**src/rtl/serial_pe.sv**
```systemverilog
// serial_pe: two-stage serial multiply-accumulate element.
// Each valid beat multiplies a signed 16-bit neuron by a signed 16-bit weight.
// The 32-bit products are summed into a wrapping accumulator.
// ctl[0] on a beat restarts the sum and ctl[1] on a beat emits it, with a
// one-cycle vld_o pulse.
module serial_pe (
    input  logic        clk,
    input  logic        rst_n,   // active-high despite the name
    input  logic [15:0] neuron,
    input  logic [15:0] weight,
    input  logic [1:0]  ctl,
    input  logic        vld_i,
    output logic [31:0] result,
    output logic        vld_o
);

    // ------------------------------------------------------------------
    // Radix-4 Booth multiplier: 8 signed digits of the weight select
    // 0, +-1 or +-2 times the sign-extended neuron; partial products are
    // summed modulo 2^32, which is exact for a 16x16 signed product.
    // ------------------------------------------------------------------
    logic [31:0]       md_ext;
    logic [31:0]       md_x2;
    logic [16:0]       mr_ext;
    logic [7:0][31:0]  pp;
    logic [3:0][31:0]  sum_l1;
    logic [1:0][31:0]  sum_l2;
    logic [31:0]       prod_d;

    assign md_ext = {{16{neuron[15]}}, neuron};
    assign md_x2  = {md_ext[30:0], 1'b0};
    assign mr_ext = {weight, 1'b0};

    for (genvar g = 0; g < 8; g++) begin : g_booth
        logic [2:0]  sel;
        logic [31:0] mult;

        assign sel = mr_ext[2*g +: 3];

        // Map the Booth digit to its multiple of the neuron
        always_comb begin
            mult = '0;
            case (sel)
                3'b001, 3'b010: mult = md_ext;
                3'b011:         mult = md_x2;
                3'b100:         mult = -md_x2;
                3'b101, 3'b110: mult = -md_ext;
                default:        mult = '0;
            endcase
        end

        assign pp[g] = mult << (2 * g);
    end

    // Balanced adder tree over the eight partial products
    assign sum_l1[0] = pp[0] + pp[1];
    assign sum_l1[1] = pp[2] + pp[3];
    assign sum_l1[2] = pp[4] + pp[5];
    assign sum_l1[3] = pp[6] + pp[7];
    assign sum_l2[0] = sum_l1[0] + sum_l1[1];
    assign sum_l2[1] = sum_l1[2] + sum_l1[3];
    assign prod_d    = sum_l2[0] + sum_l2[1];

    // ------------------------------------------------------------------
    // Pipeline state
    // ------------------------------------------------------------------
    logic [31:0] prod_q;
    logic        vld1_q;
    logic        first_q;
    logic        last_q;
    logic [31:0] acc_q;
    logic [31:0] acc_d;
    logic [31:0] result_q;
    logic        vld_o_q;

    // Stage 1: capture product and beat qualifiers; bubbles leave them untouched
    always_ff @(posedge clk or posedge rst_n) begin
        if (rst_n) begin
            prod_q  <= '0;
            vld1_q  <= 1'b0;
            first_q <= 1'b0;
            last_q  <= 1'b0;
        end else begin
            vld1_q <= vld_i;
            if (vld_i) begin
                prod_q  <= prod_d;
                first_q <= ctl[0];
                last_q  <= ctl[1];
            end
        end
    end

    // Next accumulator value: restart on a first beat, otherwise wrap-add
    always_comb begin
        acc_d = acc_q + prod_q;
        if (first_q) begin
            acc_d = prod_q;
        end
    end

    // Stage 2: update the accumulator and publish the sum on a last beat
    always_ff @(posedge clk or posedge rst_n) begin
        if (rst_n) begin
            acc_q    <= '0;
            result_q <= '0;
            vld_o_q  <= 1'b0;
        end else begin
            vld_o_q <= vld1_q & last_q;
            if (vld1_q) begin
                acc_q <= acc_d;
                if (last_q) begin
                    result_q <= acc_d;
                end
            end
        end
    end

    assign result = result_q;
    assign vld_o  = vld_o_q;

endmodule

```
**config.mk**
```make
export PLATFORM = sky130hd
export DESIGN_NAME = serial_pe
export DESIGN_NICKNAME = d
export VERILOG_FILES = /design/src/rtl/serial_pe.sv
export SDC_FILE = /design/constraint.sdc
export NUM_CORES = 1
export LEC_CHECK = 0
export BUFFER_PORTS_ARGS = -buffer_cell sky130_fd_sc_hd__buf_4
export CAP_MARGIN = 20
export CORE_ASPECT_RATIO = 0.9
export CORE_MARGIN = 5
export CORE_UTILIZATION = 40
export CTS_CLUSTER_SIZE = 30
export DETAILED_ROUTE_END_ITERATION = 7
export GPL_TIMING_DRIVEN = 0
export HOLD_SLACK_MARGIN = 0.03
export PLACE_DENSITY = 0.59
export SLEW_MARGIN = 30
export SYNTH_ARGS = -nofsm -noshare
export SYNTH_HDL_FRONTEND = slang
export SYNTH_SLANG_ARGS = --single-unit
```
**constraint.sdc**
```tcl
create_clock -name clk -period 4.6 [get_ports clk]
set_input_delay 0.92 -clock clk [delete_from_list [all_inputs] [get_ports clk]]
set_output_delay 0.92 -clock clk [all_outputs]
set_load 0.01 [all_outputs]
```
==> impl_metrics.py, run 1 <==
metrics = {
    "synthesis": {
        "synth_seq_area_share_pct": 15.4,
        "ys_seq_elements": 100,
        "synth_cells": 2124,
        "synth-edff-count": 0,
        "synth_nets": 2373,
        "mappedNetlistArea_mm2": 0.0162,
        "yosysWarnings": 0,
        "yosys-top-cells-area": "fa_1 (16%), dfrtp_1 (15%), a21oi_1 (8.1%)",
        "synth_top_cell_area_share_pct": 16.3,
        "avgSynthCellArea_um2": 7.64,
        "ys_types": 74,
        "post-synth-top-count-cell": "a21oi_1",
        "synthTopCellsByCount": "a21oi_1 (263), nand2_1 (212), nor2_1 (197), o21ai_0 (185), inv_1 (174)",
        "ys.flop_type": "dfrtp_1",
        "synth_top_area_cell": "fa_1",
        "async_reset_ff_share_pct": 100,
    },
    "die": {
        "die_x_um": 222,
        "rows": 70,
        "die_h_um": 201,
        "coreArea_mm2": 0.0404,
        "dieArea_mm2": 0.0447,
        "ios": 70,
        "start_util_pct": 40.2,
    },
    "sta": {
        "relSlewSlack_pct": 24.5,
        "slew_viol_final": 0,
        "fin_crit_sh_pct": 161,
        "setup_viol": 26,
        "skew_ns": 0.00379,
        "max_freq_mhz": 135,
        "worst_pin_slew_ns": 1.13,
        "setup_tns_ns": -49.50,
        "hold_viol": 0,
        "rsz0062_at_grt": "yes",
        "setup_ws_ns": -2.79,
        "period_needed_ns": 7.39,
    },
    "pwr": {
        "powerDensity_mw_per_mm2": 849,
        "peakVddDrop_mv": 1.40,
        "leakage_uw": 0.00867,
    },
    "critical_path": {
        "startpoint_type": "primary input",
        "crit_family": "adder cells",
        "critical_path.most_common_cell": "fa_1",
        "critPathBufInv": 9,
        "crit_fanout": 5,
        "crit_type": "primary input to flip-flop",
        "cp-end-kind": "flip-flop",
        "slowest_delay_ns": 0.63,
        "crit_slowest_cell": "fa_1",
        "cp.required_ns": 4.84,
        "arrival_ns": 7.64,
    },
    "detailed_routing": {
        "ant_nets": 0,
        "m1WireLength_um": 34300,
        "drtIter0Drc": 2640,
        "wl_met2_um": 31200,
        "wl_met3_um": 9670,
        "highest_layer": "met4",
        "via_per_inst": 6.33,
        "drtPass1Iterations": 6,
        "drt-wirelength-per-cell_um": 27.9,
        "wl_um": 79300,
        "drc": 0,
        "vias": 18000,
    },
    "cells_and_area": {
        "nNetsFinal": 2545,
        "syn_to_final_growth_pct": 25.3,
        "final_cells": 2841,
        "drive_above_1_share_pct": 21.3,
        "fillCellCount": 4005,
    },
    "grt": {
        "grt_pass1_wl_um": 115000,
        "antenna_found_initial": 0,
        "grt_pass1_vias": 17500,
        "grt_use_total_pct": 34.3,
        "overflow": 0,
        "grt_max_degree": 57,
    },
    "cts": {
        "cts_tree": "yes",
        "cts-root-buf": "clkbuf_16",
        "clk_pin_slew_ns": 0.06,
        "clk_path_buf_depth": 2,
        "clock_latency_ns": 0.36,
        "hold_buffers": 0,
        "cts_buffers": 9,
        "cts_sinks": 100,
        "h-tree-depth": 3,
    },
    "job": {
        "maxCapViolCount": 0,
    },
    "placement": {
        "dp_slack_ns": -4.14,
        "dp.cells": 2728,
        "dp_hpwl_um": 60800,
        "gp_congestion": 1.05,
        "place.port_buffers": 62,
    },
    "outcome": {
        "violations": "negative setup slack",
        "status": "complete, but fails checks",
    },
    "hold_path": {
        "hp-class": "flip-flop to flip-flop",
    },
}
-- cell type report --
type	count	area, um2	area share, %
flip-flops and latches	100	2500	12.3
clock buffers	14	274	1.35
clock inverters	1	30.0	0.148
plain buffers	168	832	4.09
well taps	540	676	3.32
repair buffers	164	1400	6.86
inverters	179	699	3.44
multi-input cells	1674	13900	68.5
diodes	1	2.50	0.0123
-- through the flow --
step                      cell area (um2)  hold WS [ns]  utilization (%)  total power [uW]
after global routing                20300         0.504             50.3             18900
after floorplan                     16800         0.481                -             10700
after global placement              17900         0.466             44.3             13100
final                               20300         0.479             50.3             17300
after detailed placement            18000         0.472             44.6             13300
after CTS                           19700         0.487             48.8             15600
-- worst paths after layout --
check / slack [ns] / end / startpoint / depth (start not counted)
hold reg to reg: 0.48 / result[3] / result[3] / 2
max in group asynchronous: 3.38 / prod_q[29] / rst_n / 3
hold / removal: 0.48 / result[3] / result[3] / 2
min in group asynchronous: 0.60 / result[6] / rst_n / 2
setup reg to reg: 0.84 / result[31] / prod_q[6] / 11
setup / recovery: -2.79 / prod_q[30] / neuron[1] / 30
-- kinds of logic (layout without fill, tap and decap cells) --
group                    after synthesis  after routing  synth area share, %
AO/OA/AOI/OAI                        741            741                 28.1
multiplexers                          87             87                 6.00
adder cells (fa/ha/maj)              212            212                 22.5
flip-flops                           100            100                 15.4
other                                  0              1                    0
AND/OR/NAND/NOR                      525            526                 13.8
XOR/XNOR                             108            108                 5.96
buffers and inverters                351            526                 8.23
-- worst min-delay path: stages, from the launching register on --
cell     delay (ns)
dfrtp_1        0.34
nand2_1        0.04
o21ai_0        0.06
-- per-layer routing --
layer	GRT usage, %	up-vias
met5	0	-
met3	12.2	244
met1	48.9	8858
met2	46.9	1077
met4	14.0	0
li1	-	7811
-- report_power, final --
| part | internal (uW) | switching (uW) |
|---|---|---|
| clock | 464 | 324 |
| combinational | 7260 | 7580 |
| sequential | 1340 | 284 |
-- cell usage in the layout (no fill, tap or decap), drive strengths merged, types with 28 or more instances in the layout --
cell type / netlist / layout
a21oi: 265 / 265
a221oi: 47 / 47
a31oi: 33 / 33
buf: 31 / 196
clkbuf: 141 / 150
dfrtp: 100 / 100
fa: 132 / 132
ha: 80 / 80
inv: 175 / 174
mux2: 42 / 42
mux2i: 41 / 41
nand2: 212 / 213
nor2: 197 / 197
nor3: 28 / 28
o21ai: 186 / 186
xnor2: 71 / 71
xor2: 36 / 36
-- registers in the layout, indices dropped and copies added, names as in the netlist --
register / cells
prod_q: 32
first_q: 1
acc_q: 32
vld_o: 1
vld1_q: 1
last_q: 1
result: 32
-- what timing repair did --
action,4_1_cts,5_1_grt
setup endpoints to repair,27,26
gates cloned,0,1
pin swaps,95,88
gates resized for setup,183,111
buffers inserted,80,25
Note: power is estimated with default switching activity, not from simulation.
==> run 2, diff against run 1 <==
- CORE_UTILIZATION: 40 -> 35
- MAX_ROUTING_LAYER: default -> met4
- PLACE_DENSITY: 0.59 -> 0.53
==> run 2 against run 1 <==
  * The flow still finishes with violations (negative setup slack)
  * Count of clock-buffer cells in the layout shrank 3
  * Clock power grew 9.3%
  * Via count decreased by 0.16%
  * Largest cell class unchanged
  * Flip-flop and latch count stayed put
==> impl_metrics.py, run 2 (same netlist as run 1, synthesis figures left out) <==
metrics = {
    "die": {
        "coreArea_mm2": 0.0456,
        "die_x_um": 237,
        "start_util_pct": 35.6,
        "rows": 74,
        "dieArea_mm2": 0.0508,
        "die_h_um": 214,
        "ios": 70,
    },
    "detailed_routing": {
        "highest_layer": "met4",
        "wl_met2_um": 33800,
        "m1WireLength_um": 37700,
        "drt-wirelength-per-cell_um": 29.0,
        "wl_um": 84400,
        "drc": 0,
        "drtPass1Iterations": 5,
        "ant_nets": 0,
        "wl_met3_um": 9680,
        "via_per_inst": 6.17,
        "drtIter0Drc": 2359,
        "vias": 18000,
    },
    "cts": {
        "cts_tree": "yes",
        "clk_path_buf_depth": 2,
        "cts_sinks": 100,
        "cts_buffers": 9,
        "clock_latency_ns": 0.36,
        "h-tree-depth": 3,
        "cts-root-buf": "clkbuf_16",
        "clk_pin_slew_ns": 0.07,
    },
    "critical_path": {
        "r2r_start": "prod_q[6]",
        "crit_type": "primary input to flip-flop",
        "crit_fanout": 10,
        "crit_slowest_cell": "clkbuf_1",
        "cp-end-kind": "flip-flop",
        "r2r-end": "result[31]",
        "slowest_delay_ns": 0.68,
        "rrSetupSlack_ns": 0.64,
        "cp.required_ns": 4.84,
        "ff2ff_path_depth": 11,
        "worstPathCellList": "buf_4 > clkbuf_1 > buf_1 > clkbuf_1 > a221oi_1 > a21oi_1 > fa_2 > fa_1 > fa_1 > inv_1 > fa_1 > inv_1 > ha_1 > and3_4 > o211a_4 > o21ai_4 > o311a_4 > a21oi_4 > or4_4 > a31oi_4 > xnor2_1 > mux2_4",
        "startpoint_type": "primary input",
        "critical_path.most_common_cell": "fa_1",
        "arrival_ns": 7.75,
    },
    "cells_and_area": {
        "syn_to_final_growth_pct": 25.3,
        "nNetsFinal": 2541,
        "drive_above_1_share_pct": 20.9,
        "regArea_mm2": 0.00250,
        "fin_util_pct": 44.6,
        "multi_input_area_mm2": 0.0138,
        "fillCellCount": 4635,
        "layout_commonest_cell": "a21oi_1",
        "mostFrequentLayoutCells": "a21oi_1 (222), nand2_1 (201), nor2_1 (186), inv_1 (158), o21ai_0 (155)",
    },
    "placement": {
        "dp_hpwl_um": 65000,
        "dp_slack_ns": -4.35,
        "place.port_buffers": 62,
        "gp_congestion": 1.05,
    },
    "sta": {
        "skew_ns": 0.00932,
        "hold_viol": 0,
        "rsz0062_at_grt": "yes",
        "setup_ws_ns": -2.91,
        "period_needed_ns": 7.51,
        "worst_pin_slew_ns": 1.19,
        "relSlewSlack_pct": 20.8,
        "setup_viol": 26,
        "slew_viol_final": 0,
        "max_freq_mhz": 133,
        "fin_crit_sh_pct": 163,
    },
    "pwr": {
        "leakage_uw": 0.00863,
        "peakVddDrop_mv": 1.52,
        "powerDensity_mw_per_mm2": 844,
    },
    "hold_path": {
        "min-delay-start": "result[19]",
        "min_path_cells": 2,
        "hp-class": "flip-flop to flip-flop",
        "worst_hold_path.endpoint": "result[19]",
    },
    "outcome": {
        "status": "complete, but fails checks",
        "violations": "negative setup slack",
    },
    "grt": {
        "grt_pass1_vias": 17200,
        "overflow": 0,
        "grt_max_degree": 60,
        "grt_use_total_pct": 33.0,
        "antenna_found_initial": 4,
        "grt_pass1_wl_um": 121000,
    },
    "job": {
        "maxCapViolCount": 0,
    },
}
==> run 2: layout make-up <==
class	count	area share, %
timing repair buffer	161	7.04
clock inverter	5	0.406
inverter	179	3.42
sequential	100	12.3
multi-input combinational	1673	67.7
buffer	168	4.08
tap	608	3.74
clock buffer	11	1.24
antenna	4	0.0492
==> run 2: repair_timing <==
action / CTS / global route
resized for setup: 183 / 85
hold endpoints to repair: 0 / 0
setup buffers: 83 / 21
hold buffers: 0 / 0
endpoints found under the setup margin: 27 / 26
pin swaps: 60 / 74
==> run 2: worst max path at each step <==
stage,from,end,slack (ns),depth (start not counted)
6_report,weight[9],prod_q[30],-2.91,22
3_5_place_dp,neuron[0],prod_q[30],-4.35,28
3_3_place_gp,neuron[6],prod_q[30],-4.85,26
4_1_cts,neuron[1],prod_q[30],-2.84,31
5_1_grt,neuron[1],prod_q[31],-3.01,30
2_1_floorplan,neuron[2],prod_q[30],-2.68,27
==> run 2: through the flow <==
| stage | instances | TNS, ns | hold WS, ns | area, um2 | power (uW) |
|---|---|---|---|---|---|
| 2_1_floorplan | 2124 | -44.80 | 0.481 | 16800 | 10700 |
| 3_3_place_gp | 2794 | -109.74 | 0.464 | 18000 | 13200 |
| 3_5_place_dp | 2797 | -84.56 | 0.473 | 18100 | 13400 |
| 4_1_cts | 2887 | -50.25 | 0.489 | 19900 | 16300 |
| 5_1_grt | 2907 | -56.11 | 0.502 | 20300 | 18800 |
| 6_report | 2909 | -52.60 | 0.485 | 20300 | 17200 |
==> run 2: layer usage <==
metal	track usage (%)	vias up
met3	8.81	179
met2	45.1	1077
met5	-	-
met1	47.8	8913
li1	-	7793
met4	9.35	0
==> run 2: report_power, final <==
group	switching (uW)	internal (uW)
combinational	7520	7160
sequential	284	1340
clock	351	508
==> run 2: critical path, delay by kind of cell <==
| kind | cells | cell delay [ns] |
|---|---|---|
| compound gates | 7 | 1.32 |
| xor+xnor | 1 | 0.09 |
| fa+ha+maj | 5 | 2.40 |
| buf+inv | 6 | 2.06 |
| mux | 1 | 0.26 |
| simple gates | 2 | 0.72 |
